### config.mk
export PLATFORM = sky130hd
export DESIGN_NAME = execute_alu_result_stage
export DESIGN_NICKNAME = d
export VERILOG_FILES = /design/src/rtl/execute_alu_result_stage.sv
export SDC_FILE = /design/constraint.sdc
export NUM_CORES = 1
export LEC_CHECK = 0
export CAP_MARGIN = 15
export CORE_ASPECT_RATIO = 1.4
export CORE_MARGIN = 3
export CORE_UTILIZATION = 36
export CTS_CLUSTER_DIAMETER = 30
export CTS_CLUSTER_SIZE = 10
export DETAILED_ROUTE_END_ITERATION = 6
export MAX_ROUTING_LAYER = met4
export PLACE_DENSITY = 0.86
export SLEW_MARGIN = 20
export SYNTH_ARGS = -nofsm -noshare
export SYNTH_HDL_FRONTEND = slang
export SYNTH_SLANG_ARGS = --single-unit
### constraint.sdc
create_clock -name clk -period 1.3 [get_ports clk]
set_clock_uncertainty 0.1 [all_clocks]
set_input_delay 0.26 -clock clk [delete_from_list [all_inputs] [get_ports clk]]
set_output_delay 0.26 -clock clk [all_outputs]
set_load 0.02 [all_outputs]
### src/rtl/execute_alu_result_stage.sv
// execute_alu_result_stage: ALU result register with CR0 derivation and pending/committed XER SO/OV/CA tracking
module execute_alu_result_stage #(
  parameter int REGSZ = 32
) (
  input  logic             clk,
  input  logic             reset,
  input  logic             in_valid,
  output logic             in_ready,
  input  logic [REGSZ-1:0] in_res,
  input  logic             in_co,
  input  logic             in_ov,
  input  logic             in_set_ca,
  input  logic             in_set_ov,
  input  logic             in_set_cr0,
  input  logic             in_wr_xer,
  input  logic             flush,
  output logic             out_valid,
  input  logic             out_ready,
  output logic [REGSZ-1:0] out_res,
  output logic [3:0]       out_cr0,
  output logic             out_set_cr0,
  output logic             xer_so,
  output logic             xer_ov,
  output logic             xer_ca,
  output logic             fwd_ca
);
  logic p_so, p_ov, p_ca, f_ov, f_ca, acc, con;
  logic e_so, e_ov, e_ca, n_so, n_ov, n_ca, lt, eq;
  assign in_ready = !out_valid || out_ready;
  assign acc = in_valid && in_ready && !flush;
  assign con = out_valid && out_ready && !flush;
  assign fwd_ca = (out_valid && f_ca) ? p_ca : xer_ca;
  always_comb begin
    e_so = (out_valid && !con) ? p_so : (con && f_ov) ? p_so : xer_so;
    e_ov = (out_valid && !con) ? p_ov : (con && f_ov) ? p_ov : xer_ov;
    e_ca = (out_valid && !con) ? p_ca : (con && f_ca) ? p_ca : xer_ca;
    n_so = in_wr_xer ? in_res[31] : e_so | (in_set_ov & in_ov);
    n_ov = in_wr_xer ? in_res[30] : in_set_ov ? in_ov : e_ov;
    n_ca = in_wr_xer ? in_res[29] : in_set_ca ? in_co : e_ca;
    lt = in_res[REGSZ-1];
    eq = in_res == '0;
  end
  always_ff @(posedge clk) begin
    if (reset) begin
      out_valid <= 1'b0;
      out_res <= '0;
      out_cr0 <= '0;
      out_set_cr0 <= 1'b0;
      {p_so, p_ov, p_ca, f_ov, f_ca} <= '0;
      {xer_so, xer_ov, xer_ca} <= '0;
    end else begin
      if (con && f_ov) {xer_so, xer_ov} <= {p_so, p_ov};
      if (con && f_ca) xer_ca <= p_ca;
      if (flush) out_valid <= 1'b0;
      else if (acc) out_valid <= 1'b1;
      else if (con) out_valid <= 1'b0;
      if (acc) begin
        out_res <= in_res;
        out_set_cr0 <= in_set_cr0;
        out_cr0 <= {lt, !lt && !eq, eq, n_so};
        {p_so, p_ov, p_ca} <= {n_so, n_ov, n_ca};
        f_ov <= in_wr_xer || in_set_ov;
        f_ca <= in_wr_xer || in_set_ca;
      end
    end
  end
endmodule

==> flow_summary_export.csv <==
group,metric,value,unit
outcome,status,"finished, violations left",
outcome,violations,"setup timing",
power,pwr-share-clk,0.395,
power,swShare,0.2419,
power,finalPower,3.445,mW
grt,antenna_found_initial,0,
layout,regArea,887.1,sq um
hold_path,hp-class,"in -> reg",
layout,final_area,3257,sq um
timing,finalMaxSlewViolations,0,
timing,max_slew_margin,0.7477,
logic_synthesis,avgSynthCellArea,8.124,sq um
setup_path,critPathRequiredTime,1.42,ns
logic_synthesis,ys_ff_latch,44,
floorplanning,die_h,89.18,microns
timing,fin_ws,-0.2618,ns
detailed_routing,finalWirelength,6111,microns
logic_synthesis,syn-cell-area,1779,sq um
floorplanning,start_util,0.3831,
clock_network,cts.sinks,44,
logic_synthesis,ys_warn_count,0,
clock_network,cts-htree-levels,2,
detailed_routing,ant_nets,0,
clock_network,clk_pin_slew,0.09,ns
layout,diodes,0,
floorplanning,rows,29,
layout,fill_cells,397,
setup_path,worstSetupEndpointType,"register",
setup_path,reg2reg_depth,7,
detailed_routing,vias,1986,
power,power.switching,0.8335,mW
logic_synthesis,synth_seq_area_share,0.4951,
layout,multi_input_area,965.9,sq um
power,p_int,2.612,mW
grt,grt_pass1_wl,8769,microns
layout,drive_gt1_frac,0.4269,
setup_path,arrival,1.68,ns
detailed_routing,drc,0,
logic_synthesis,netlist_instances,219,
placement,placed_area,2913,sq um
layout,area.growth.synth_to_final,83.05,%
timing,fin_crit_sh,1.201,
detailed_routing,drt_iter0_markers,84,
placement,gp_congestion,0.7648,
power,p_comb_frac,0.187,
setup_path,setup.worst_path.start_class,"register",
timing,finalHoldViolations,0,
clock_network,cts_made_buffers,5,
grt,grt_usage,0.1998,
setup_path,crit_path_max_fanout,8,
clock_network,clock_latency,0.30,ns
grt,grt_pass1_vias,1921,
power,p_leak,1.343,nW
detailed_routing,routed_via_density,5.003,
timing,period_needed,1.562,ns
job,drv_cap,0,
timing,finalSetupViolations,44,
power,power_density,1058,nW/um^2
floorplanning,fp.dieW,65.42,microns
clock_network,clockBufferDepth,2,
clock_network,root_buffer,"clkbuf_8",
placement,dp_hpwl,4113,microns
clock_network,cts_tree,"yes",
power,seq_power_share,0.418,
timing,max_slew.worst_pin.slew,0.3785,ns
floorplanning,die_area,5834,sq um
placement,io_buffer_count,85,
detailed_routing,wl_per_cell,15.39,microns
logic_synthesis,syn_nets,262,
logic_synthesis,synthDistinctLibCells,31,
layout,fin_util,0.7012,
floorplanning,core_area,4644,sq um
layout,final_common_cell,"nand2_1",
grt,gr-total-overflow,0,
grt,grt_max_degree,19,
timing,rsz0062_at_grt,"true",
detailed_routing,dr.pass1.iters,4,
timing,fmax,640.3,MHz
floorplanning,io_pins,86,
layout,nets,377,
hold_path,holdPathStages,3,
setup_path,crit_type,"reg -> reg",
power,ir_drop,0.0007635,V
layout,final_cell_mix,"nand2_1 (60), dfxtp_1 (41), buf_4 (30)",
synth_stat cells, drive strengths merged:
cell	instances	area, sq um
nor4	8	50.05
a211o	2	18.77
o41ai	1	16.27
a21oi	38	190.2
o21a	1	7.510
dfxtp	44	880.8
nand4b	2	17.52
nor2b	1	13.76
a211oi	2	20.02
nand3b	2	27.53
mux2	1	11.26
inv	5	18.76
nor3b	2	20.02
nor3	5	25.02
a2111oi	1	15.01
nor2	12	45.04
nand2b	1	6.260
buf	11	66.31
nand4	2	12.51
o211ai	2	15.01
clkbuf	5	18.77
o31ai	1	7.510
nand2	68	255.2
mux2i	2	20.02
metrics by stage:
stage          setup TNS, ns  hold WS, ns  setup WS [ns]  std cells
2_1_floorplan        -0.3127       0.2294       -0.02988        219
3_3_place_gp          -22.43       0.3417        -0.5846        380
3_5_place_dp          -24.24       0.3485        -0.6694        380
4_1_cts               -7.448       0.2321        -0.2368        391
5_1_grt               -12.08       0.1875        -0.3144        397
6_report              -9.252       0.1781        -0.2618        397
timing repair:
item / CTS / global route
endpoints found under the hold margin: 0 / 0
resized for setup: 167 / 52
pin swaps: 11 / 11
gates cloned: 0 / 4
hold buffers: 0 / 0
setup buffers: 3 / 2
endpoints found under the setup margin: 86 / 64
power by group through the flow:
stage          combinational [mW]  sequential, mW  clock [mW]
6_report                    0.643            1.44        1.36
3_3_place_gp                0.591            1.47           0
2_1_floorplan               0.182            1.53           0
5_1_grt                     0.684            1.45        1.44
4_1_cts                     0.587            1.44        1.37
3_5_place_dp                0.602            1.47           0
state kept, by name, summed over array words and instances, names as in the netlist:
name / count
f_ca: 1
f_ov: 1
out_cr0: 3
out_res: 32
out_set_cr0: 1
out_valid: 1
p_ca: 1
p_ov: 1
xer_ca: 1
xer_ov: 1
xer_so: 1
layer usage:
metal,vias up,share of wire,global-route usage
met5,-,0,-
met4,0,0.0097,0.05660
met3,7,0.048,0.03899
met2,66,0.56,0.3760
met1,942,0.38,0.2095
li1,971,-,-
path summary, 6_finish.rpt:
check | to | slack, ns | startpoint
setup / recovery | out_res[5]$_SDFFE_PP0P_ | -0.26 | out_valid$_SDFFE_PP0P_
hold / removal | out_res[11]$_SDFFE_PP0P_ | 0.18 | in_res[11]
setup reg to reg | out_res[5]$_SDFFE_PP0P_ | -0.26 | out_valid$_SDFFE_PP0P_
hold reg to reg | out_res[2]$_SDFFE_PP0P_ | 0.36 | out_res[2]$_SDFFE_PP0P_
kinds of logic after synthesis:
kind of cell,after synthesis,synth area share
simple gates,103,0.2658
compound gates,48,0.1632
flops,44,0.4951
buf+inv,21,0.05836
mux,3,0.01758
area by class of cell:
type,instances,area share
inverters,5,0.006531
clock buffers,6,0.02881
clock inverters,2,0.01844
multi-input cells,154,0.2966
well taps,62,0.02382
repair buffers,124,0.3534
flip-flops and latches,44,0.2724
critical path: stages, from the launching register on:
cell and delay [ns]:
dfxtp_4 0.37, nor2b_4 0.14, buf_12 0.12, nor3b_4 0.23
buf_12 0.18, clkbuf_16 0.15, nand2_1 0.05, a21oi_1 0.12
(Power assumes the default switching activity.)
